$ cat src/rtl/pipe_stage_buffer.sv
// -----------------------------------------------------------------------------
// pipe_stage_buffer
//
// Elastic inter-stage register for the RISC-V pipeline (IF/ID, ID/EX, ...).
// Holds up to DEPTH entries of NUM_FIELDS x DATA_WIDTH payload in a circular
// buffer with valid/ready handshakes on both sides. A global BUSYWAIT freezes
// all state, and FLUSH squashes everything held plus the word on the input.
// When empty, the output shows a NOP bubble (field 0 = NOP_VALUE, rest zero),
// so downstream decode never sees stale storage.
//
// Ports
//   CLK        in   rising-edge clock
//   RESET      in   asynchronous active-high reset
//   BUSYWAIT   in   global stall: no push, no pop, all state holds
//   FLUSH      in   squash held and incoming entries (overrides BUSYWAIT)
//   IN_VALID   in   upstream offers IN_DATA
//   IN_READY   out  stage accepts an entry this cycle (never depends on OUT_READY)
//   IN_DATA    in   payload, field k at [k*DATA_WIDTH +: DATA_WIDTH]
//   OUT_VALID  out  head entry present
//   OUT_READY  in   downstream consumes the head
//   OUT_DATA   out  head payload, or the bubble when empty
//   COUNT      out  number of entries held
// -----------------------------------------------------------------------------
module pipe_stage_buffer #(
    parameter int                    DATA_WIDTH = 32,
    parameter int                    NUM_FIELDS = 3,
    parameter int                    DEPTH      = 2,
    parameter logic [DATA_WIDTH-1:0] NOP_VALUE  = 32'h00000013
) (
    input  logic                             CLK,
    input  logic                             RESET,
    input  logic                             BUSYWAIT,
    input  logic                             FLUSH,
    input  logic                             IN_VALID,
    output logic                             IN_READY,
    input  logic [NUM_FIELDS*DATA_WIDTH-1:0] IN_DATA,
    output logic                             OUT_VALID,
    input  logic                             OUT_READY,
    output logic [NUM_FIELDS*DATA_WIDTH-1:0] OUT_DATA,
    output logic [$clog2(DEPTH+1)-1:0]       COUNT
);

    localparam int PAYLOAD_W = NUM_FIELDS * DATA_WIDTH;
    localparam int PTR_W     = (DEPTH > 1) ? $clog2(DEPTH) : 1;
    localparam int CNT_W     = $clog2(DEPTH + 1);

    logic [PTR_W-1:0]     wp_q, wp_d;
    logic [PTR_W-1:0]     rp_q, rp_d;
    logic [CNT_W-1:0]     count_q, count_d;
    logic [PAYLOAD_W-1:0] mem_q [DEPTH];
    logic [PAYLOAD_W-1:0] bubble;
    logic                 full;
    logic                 push;
    logic                 pop;

    // Pointers wrap explicitly so DEPTH need not be a power of two.
    function automatic logic [PTR_W-1:0] ptr_inc(input logic [PTR_W-1:0] p);
        if (p == PTR_W'(DEPTH - 1)) begin
            return '0;
        end
        return p + 1'b1;
    endfunction

    // Handshake. IN_READY looks only at local state, BUSYWAIT and FLUSH, so a
    // full DEPTH=1 stage cannot accept in the same cycle its head leaves.
    assign full      = (count_q == CNT_W'(DEPTH));
    assign IN_READY  = !full && !BUSYWAIT && !FLUSH;
    assign OUT_VALID = (count_q != '0);
    assign push      = IN_VALID && IN_READY;
    assign pop       = OUT_VALID && OUT_READY && !BUSYWAIT && !FLUSH;
    assign COUNT     = count_q;

    // NOTE: every signal written in always_comb gets a default first; a path
    // that leaves one unassigned would infer a latch.
    always_comb begin
        wp_d    = wp_q;
        rp_d    = rp_q;
        count_d = count_q;
        if (FLUSH) begin
            // Discard everything: the read side jumps to where the next write lands.
            count_d = '0;
            rp_d    = wp_q;
        end else begin
            // BUSYWAIT needs no branch of its own: it already forces push = pop = 0.
            if (push) wp_d = ptr_inc(wp_q);
            if (pop)  rp_d = ptr_inc(rp_q);
            unique case ({push, pop})
                2'b10:   count_d = count_q + 1'b1;
                2'b01:   count_d = count_q - 1'b1;
                default: count_d = count_q;
            endcase
        end
    end

    // NOTE: sequential state uses non-blocking assignments so every register
    // samples the pre-edge values regardless of statement order.
    always_ff @(posedge CLK or posedge RESET) begin
        if (RESET) begin
            wp_q    <= '0;
            rp_q    <= '0;
            count_q <= '0;
        end else begin
            wp_q    <= wp_d;
            rp_q    <= rp_d;
            count_q <= count_d;
        end
    end

    // NOTE: payload storage is deliberately left out of reset; the output mux
    // never exposes an entry that has not been written since it was last freed.
    always_ff @(posedge CLK) begin
        if (push) begin
            mem_q[wp_q] <= IN_DATA;
        end
    end

    // Bubble is addi x0,x0,0 in field 0 with the remaining fields zeroed.
    always_comb begin
        bubble                   = '0;
        bubble[DATA_WIDTH-1:0]   = NOP_VALUE;
        OUT_DATA                 = bubble;
        if (OUT_VALID) begin
            OUT_DATA = mem_q[rp_q];
        end
    end

endmodule

$ cat config.mk
export PLATFORM = sky130hd
export DESIGN_NAME = pipe_stage_buffer
export DESIGN_NICKNAME = d
export VERILOG_FILES = /design/src/rtl/pipe_stage_buffer.sv
export SDC_FILE = /design/constraint.sdc
export NUM_CORES = 1
export LEC_CHECK = 0
export CELL_PAD_IN_SITES_DETAIL_PLACEMENT = 1
export CELL_PAD_IN_SITES_GLOBAL_PLACEMENT = 1
export CORE_MARGIN = 2
export CORE_UTILIZATION = 43
export CTS_CLUSTER_SIZE = 24
export DETAILED_ROUTE_END_ITERATION = 10
export GPL_ROUTABILITY_DRIVEN = 0
export PLACE_DENSITY_LB_ADDON = 0.1
export RECOVER_POWER = 25
export SLEW_MARGIN = 20
export SYNTH_ARGS = -nofsm -noshare
export SYNTH_HDL_FRONTEND = slang
export SYNTH_SLANG_ARGS = --single-unit
export TNS_END_PERCENT = 1
$ cat constraint.sdc
create_clock -name CLK -period 12.2 [get_ports CLK]
set_clock_uncertainty 0.2 [all_clocks]
set_input_delay 1.22 -clock CLK [delete_from_list [all_inputs] [get_ports CLK]]
set_output_delay 1.22 -clock CLK [all_outputs]
set_load 0.05 [all_outputs]
==> Word level (Yosys, flattened, before mapping) <==
Memory sizes are Yosys's and may differ from the RTL's.
Cells that the tools add are included.
{ "word_totals": {"reg_bits": 4, "n_memories": 1, "mem_bits_rw": 192, "word_cells": 42} }
{ "mem_list": {"columns": ["name", "depth", "word_bits", "rd", "rd_clocked_by_memory_dff", "write_ports", "line", "source"], "rows": [
  ["mem_q", 2, 96, 1, 0, 1, "50", "logic [PAYLOAD_W-1:0] mem_q [DEPTH];"]
]} }
{ "classes": {"reduce_logical": 13, "n_mux": 17, "addsub": 4, "bitwise_logic": 1, "n_eq_ne": 3} }
{ "ops": {"columns": ["cell", "n"], "rows": [
  ["96-bit two-way mux", 1],
  ["1-bit two-way mux", 14],
  ["1-bit logical AND", 6],
  ["2-bit == test (second input constant)", 2],
  ["2-bit case mux with 2 select lines", 1],
  ["2-bit nonzero test", 2],
  ["1-bit logical NOT", 3],
  ["3-bit nonzero test", 1],
  ["1-bit adder (second input constant)", 2],
  ["2-bit by 1-bit adder with 2-bit output (second input constant)", 1],
  ["2-bit by 1-bit == test with 1-bit output (second input constant)", 1],
  ["2-bit two-way mux", 1],
  ["2-bit AND reduction", 1],
  ["2-bit by 1-bit subtractor with 2-bit output (second input constant)", 1],
  ["1-bit inverter", 1]
]} }

==> Logic depth before layout (Yosys ltp) <==
{ "logic_depth": {"ltp_word": 9, "ltp_mapped": 5, "mapped_depth_nobuf": 4} }

==> Worst setup path after synthesis <==
OpenSTA, ideal clock, no wires.
{ "synth_path": {"path_type": "input -> register", "from": "input FLUSH", "to": "memory mem_q[0][0] (netlist name) (enable)", "arrival_ns": 5.788, "path_slack_ns": 5.660, "setup_ns": 0.552, "path_stages": 2, "path_cell_list": "or4b_4 > nor2_1"} }
{ "synth_via": {"elab_chain_len": 5} }
{ "synth_rtl": {"columns": ["element", "line", "source"], "rows": [
  ["from (decl)", "33", "input logic FLUSH,"],
  ["1-bit logical NOT", "67", "assign IN_READY = !full && !BUSYWAIT && !FLUSH;"],
  ["1-bit logical AND", "67", null],
  ["1-bit logical AND", "69", "assign push = IN_VALID && IN_READY;"],
  ["1-bit two-way mux", "112", "if (push) begin"],
  ["1-bit two-way mux (not written as such)", "113", "mem_q[wp_q] <= IN_DATA;"],
  ["to (decl)", "50", null]
]} }
Every way passes these cells.

==> Worst setup path in the final report <==
{ "layout_path": {"from": "register rp_q", "to": "output OUT_DATA[18]"} }
{ "layout_via": {"elab_chain_len": 2} }
{ "layout_rtl": {"columns": ["element", "line", "source"], "rows": [
  ["from (decl)", "48", "logic [PTR_W-1:0] rp_q, rp_d;"],
  ["from (signal assigned)", "104", "rp_q <= rp_d;"],
  ["memory 2 x 96 bit", null, null],
  ["96-bit two-way mux", "122", "if (OUT_VALID) begin"],
  ["to (decl)", "39", "output logic [NUM_FIELDS*DATA_WIDTH-1:0] OUT_DATA,"]
]} }
Every way passes these cells.

==> impl_summary.txt <==
----------------------------------------------------
[Detailed routing]
  Routed wire length ... 17240 um
  Routed wire length per instance ... around 20 um
  First DRT Iteration DRCs ... around 260
  Vias ... between 4000 and 5000
  Number of routed nets with antenna violations ... 0
  Mean number of vias per cell ... a little under 5
  DRC violations left ... 0
  First-pass iteration count of the detailed router ... 4

[Placement]
  Final HPWL from detailed placement ... between 10000 and 15000 um
  Instance area after placement ... 0.009729 mm2
  Place WS ... ~7700 ps
  Buffers on Ports ... between 200 and 250

[Clock tree]
  CTS Buf Count ... 17
  Clock tree sinks ... roughly 200
  Later-pin clock latency in the skew report ... 420 ps
  Library cell used as clock root buffer ... sky130_fd_sc_hd__clkbuf_16
  Worst-path clk slew ... ~70 ps
  Number of buffers inserted by hold repair at cts ... 0
  Clock tree from TritonCTS ... yes
  Buffer levels on the longest clock path ... 2
  Number of buffers inserted to repair setup after CTS ... 0
  H-tree level count ... 4
  Cts repair resizes ... 0

[Critical path]
  WP data required ... 10780 ps
  Data arrival time of the worst path ... approximately 3500 ps
  Reg2reg path depth ... 4
  Worst setup SP type ... flip-flop
  Critical path endpoint category ... output pin
  CP max FO ... 53
  Critical path class ... flip-flop to output pin

[Synth]
  Number of unique standard cell types used by synthesis ... 24
  Nets in the synthesized netlist ... approximately 540
  Sequential fraction of the synthesis area ... 0.7850
  Fraction of registers with async set or reset after synthesis ... 0.02041
  Cell count after synthesis ... between 400 and 500
  Mean instance size in the synthesized netlist ... ~17 um2
  Number of flops mapped to enable cells by yosys ... about 190
  Top cell type's share of synthesized area ... 0.7716
  Most instantiated flip-flop cell in the synthesis netlist ... sky130_fd_sc_hd__edfxtp_1
  Post-Synthesis Cell Area ... 0.007472 mm2
  Synthesis Warnings ... 0
  Number of flip-flops and latches in the synthesized netlist ... about 200
  Largest cells by area after synthesis ... sky130_fd_sc_hd__edfxtp_1 77%, sky130_fd_sc_hd__mux2i_1 13%, sky130_fd_sc_hd__nor2_1 4.9%
  Largest area contributor in the synthesized netlist ... sky130_fd_sc_hd__edfxtp_1

[Layout]
  Fillcell total ... 1554
  Area taken by multi-input logic gates ... 0.001501 mm2
  Nets ... about 740
  Layout Cell Area excl Fill ... ~0.010 mm2
  Sequential cell area ... 0.005869 mm2
  Synthesis-to-finish area growth ... 38.78%
  Layout cells sized above 1 ... 0.06575
  Share of the core filled with cells in the final layout ... 0.6058

[Power and ir drop]
  Largest vdd supply drop ... around 0.00011 V
  Overall power after layout ... between 0.0015 and 0.002 W
  Cell leakage power ... 3.608 nW
  Power density over the cells ... between 150 and 200 mW/mm2

[Die]
  Core area ... 0.01712 mm2
  Die Span Y ... roughly 140 um
  Die X-Extent ... 135.8 um
  Placement row count ... between 40 and 50
  Effective utilization at floorplan ... 0.4365
  Total die area ... approximately 0.018 mm2
  I/O pin count ... slightly above 200

[Job]
  Maximum Capacitance Violations ... 0

[Timing]
  Number of hold violations in the final report ... 0
  Worst setup margin ... 7265 ps
  Transition time at the pin with the least slew margin ... around 920 ps
  Slew headroom ... 0.3871
  Final Setup Violations ... 0
  Unrepaired setup endpoints after global routing ... no
  Total negative slack for setup checks ... 0 ps
  Min Clock Period, post-route ... 4935 ps
  Number of pins exceeding their max-slew limit in the final report ... 0
  Final period util ... 0.4045
  Highest Clock Rate ... a little over 200 MHz

[Global routing]
  Total routing usage reported by global routing ... 0.1880
  Grt ovf ... 0
  Number of global-route vias before repair ... around 4600
  Number of antenna violations at the first check in global routing ... 5
  Global-route wire length before repair ... roughly 26000 um
  Largest net degree at the start of global routing ... 63

[Hold path]
  Class of the most critical hold timing path ... flip-flop to flip-flop
  Cell count of the worst hold path ... 1

[Status]
  Result of the run ... complete, no violations

----------------------------------------------------
## routing by layer
metal  global-route usage  share of wire
met1               0.2368           0.42
met2               0.3168           0.52
met3              0.04810          0.053
met4              0.06655          0.013
met5                    0         0.0014
## power by group
group          total, W  switching (W)  internal [W]
sequential     0.000828      0.0000435      0.000785
clock          0.000569       0.000244      0.000326
combinational  0.000376       0.000218      0.000158
## area by class of cell
type / count / share of cell area
multi-input cells: 215 / 0.1448
diodes: 3 / 0.0007239
clock buffers: 18 / 0.04139
inverters: 4 / 0.001448
well taps: 225 / 0.02715
flip-flops and latches: 196 / 0.5660
repair buffers: 207 / 0.2015
clock inverters: 14 / 0.01701
## cells in the mapped netlist, types with 2 or more instances
cell	instances
sky130_fd_sc_hd__clkbuf_1	2
sky130_fd_sc_hd__nor2_1	97
sky130_fd_sc_hd__dfrtp_1	4
sky130_fd_sc_hd__buf_4	3
sky130_fd_sc_hd__buf_2	16
sky130_fd_sc_hd__inv_1	4
sky130_fd_sc_hd__a21oi_1	2
sky130_fd_sc_hd__edfxtp_1	192
sky130_fd_sc_hd__nand2_1	5
sky130_fd_sc_hd__mux2i_1	97
## registers in the layout (all words and copies together), names as in the netlist
register and cells:
rp_q 1, COUNT 2, mem_q 192, wp_q 1
## cells in the final DEF, fill, tap and decap left out
cell type and instances:
sky130_fd_sc_hd__nand2_1 5, sky130_fd_sc_hd__bufinv_16 3, sky130_fd_sc_hd__o32ai_1 1, sky130_fd_sc_hd__edfxtp_1 192, sky130_fd_sc_hd__inv_1 4, sky130_fd_sc_hd__clkbuf_16 17
sky130_fd_sc_hd__clkinv_1 1, sky130_fd_sc_hd__or3_1 1, sky130_fd_sc_hd__or4b_4 1, sky130_fd_sc_hd__nor2_4 2, sky130_fd_sc_hd__clkbuf_1 1, sky130_fd_sc_hd__nor2_1 95
sky130_fd_sc_hd__inv_6 4, sky130_fd_sc_hd__clkinvlp_4 1, sky130_fd_sc_hd__clkdlybuf4s50_1 140, sky130_fd_sc_hd__buf_12 1, sky130_fd_sc_hd__xnor2_2 1, sky130_fd_sc_hd__dlygate4sd3_1 61
sky130_fd_sc_hd__diode_2 3, sky130_fd_sc_hd__nand2b_1 1, sky130_fd_sc_hd__xnor2_1 1, sky130_fd_sc_hd__o21ai_0 1, sky130_fd_sc_hd__dfrtp_4 1, sky130_fd_sc_hd__a21oi_1 2
sky130_fd_sc_hd__buf_4 4, sky130_fd_sc_hd__buf_16 1, sky130_fd_sc_hd__dfrtp_1 3, sky130_fd_sc_hd__and3_4 1, sky130_fd_sc_hd__nor2b_1 1, sky130_fd_sc_hd__clkinv_2 1
sky130_fd_sc_hd__mux2i_1 97, sky130_fd_sc_hd__nand4b_1 1, sky130_fd_sc_hd__o311ai_0 1, sky130_fd_sc_hd__clkinv_4 4, sky130_fd_sc_hd__and4bb_2 1, sky130_fd_sc_hd__nand3_1 1
sky130_fd_sc_hd__nor3_1 1
## stage by stage
step                      std cells  hold WS, ps
after detailed placement        846        409.1
final                           882        421.5
after global placement          845        405.4
after floorplan                 436        304.3
after global routing            879        455.6
after CTS                       878        422.9
## worst max-delay path, stage by stage (launching register included)
cell	delay [ps]
sky130_fd_sc_hd__dfrtp_4	980
sky130_fd_sc_hd__buf_4	850
sky130_fd_sc_hd__mux2i_1	220
sky130_fd_sc_hd__nor2_1	170
sky130_fd_sc_hd__clkdlybuf4s50_1	830
## cell families after synthesis
kind of cell | share of synthesized area
DFF | 0.7850
and+or+nand+nor | 0.06062
muxes | 0.1299
buffers and inverters | 0.01674
AOI/OAI and AO/OA | 0.004353
xor gates and xnor gates | 0.003350
## worst paths after layout
| kind | from | to | slack, ps |
|---|---|---|---|
| worst max-delay path | rp_q | OUT_DATA[18] | 7270 |
| worst min-delay path | wp_q | wp_q | 420 |
| worst max register to register | COUNT[1] | mem_q[1][27] | 9200 |
| worst min register to register | wp_q | wp_q | 420 |
| max in group asynchronous | RESET | rp_q | 10690 |
| min in group asynchronous | RESET | COUNT[0] | 930 |
Note: power is estimated with default switching activity, not from simulation.
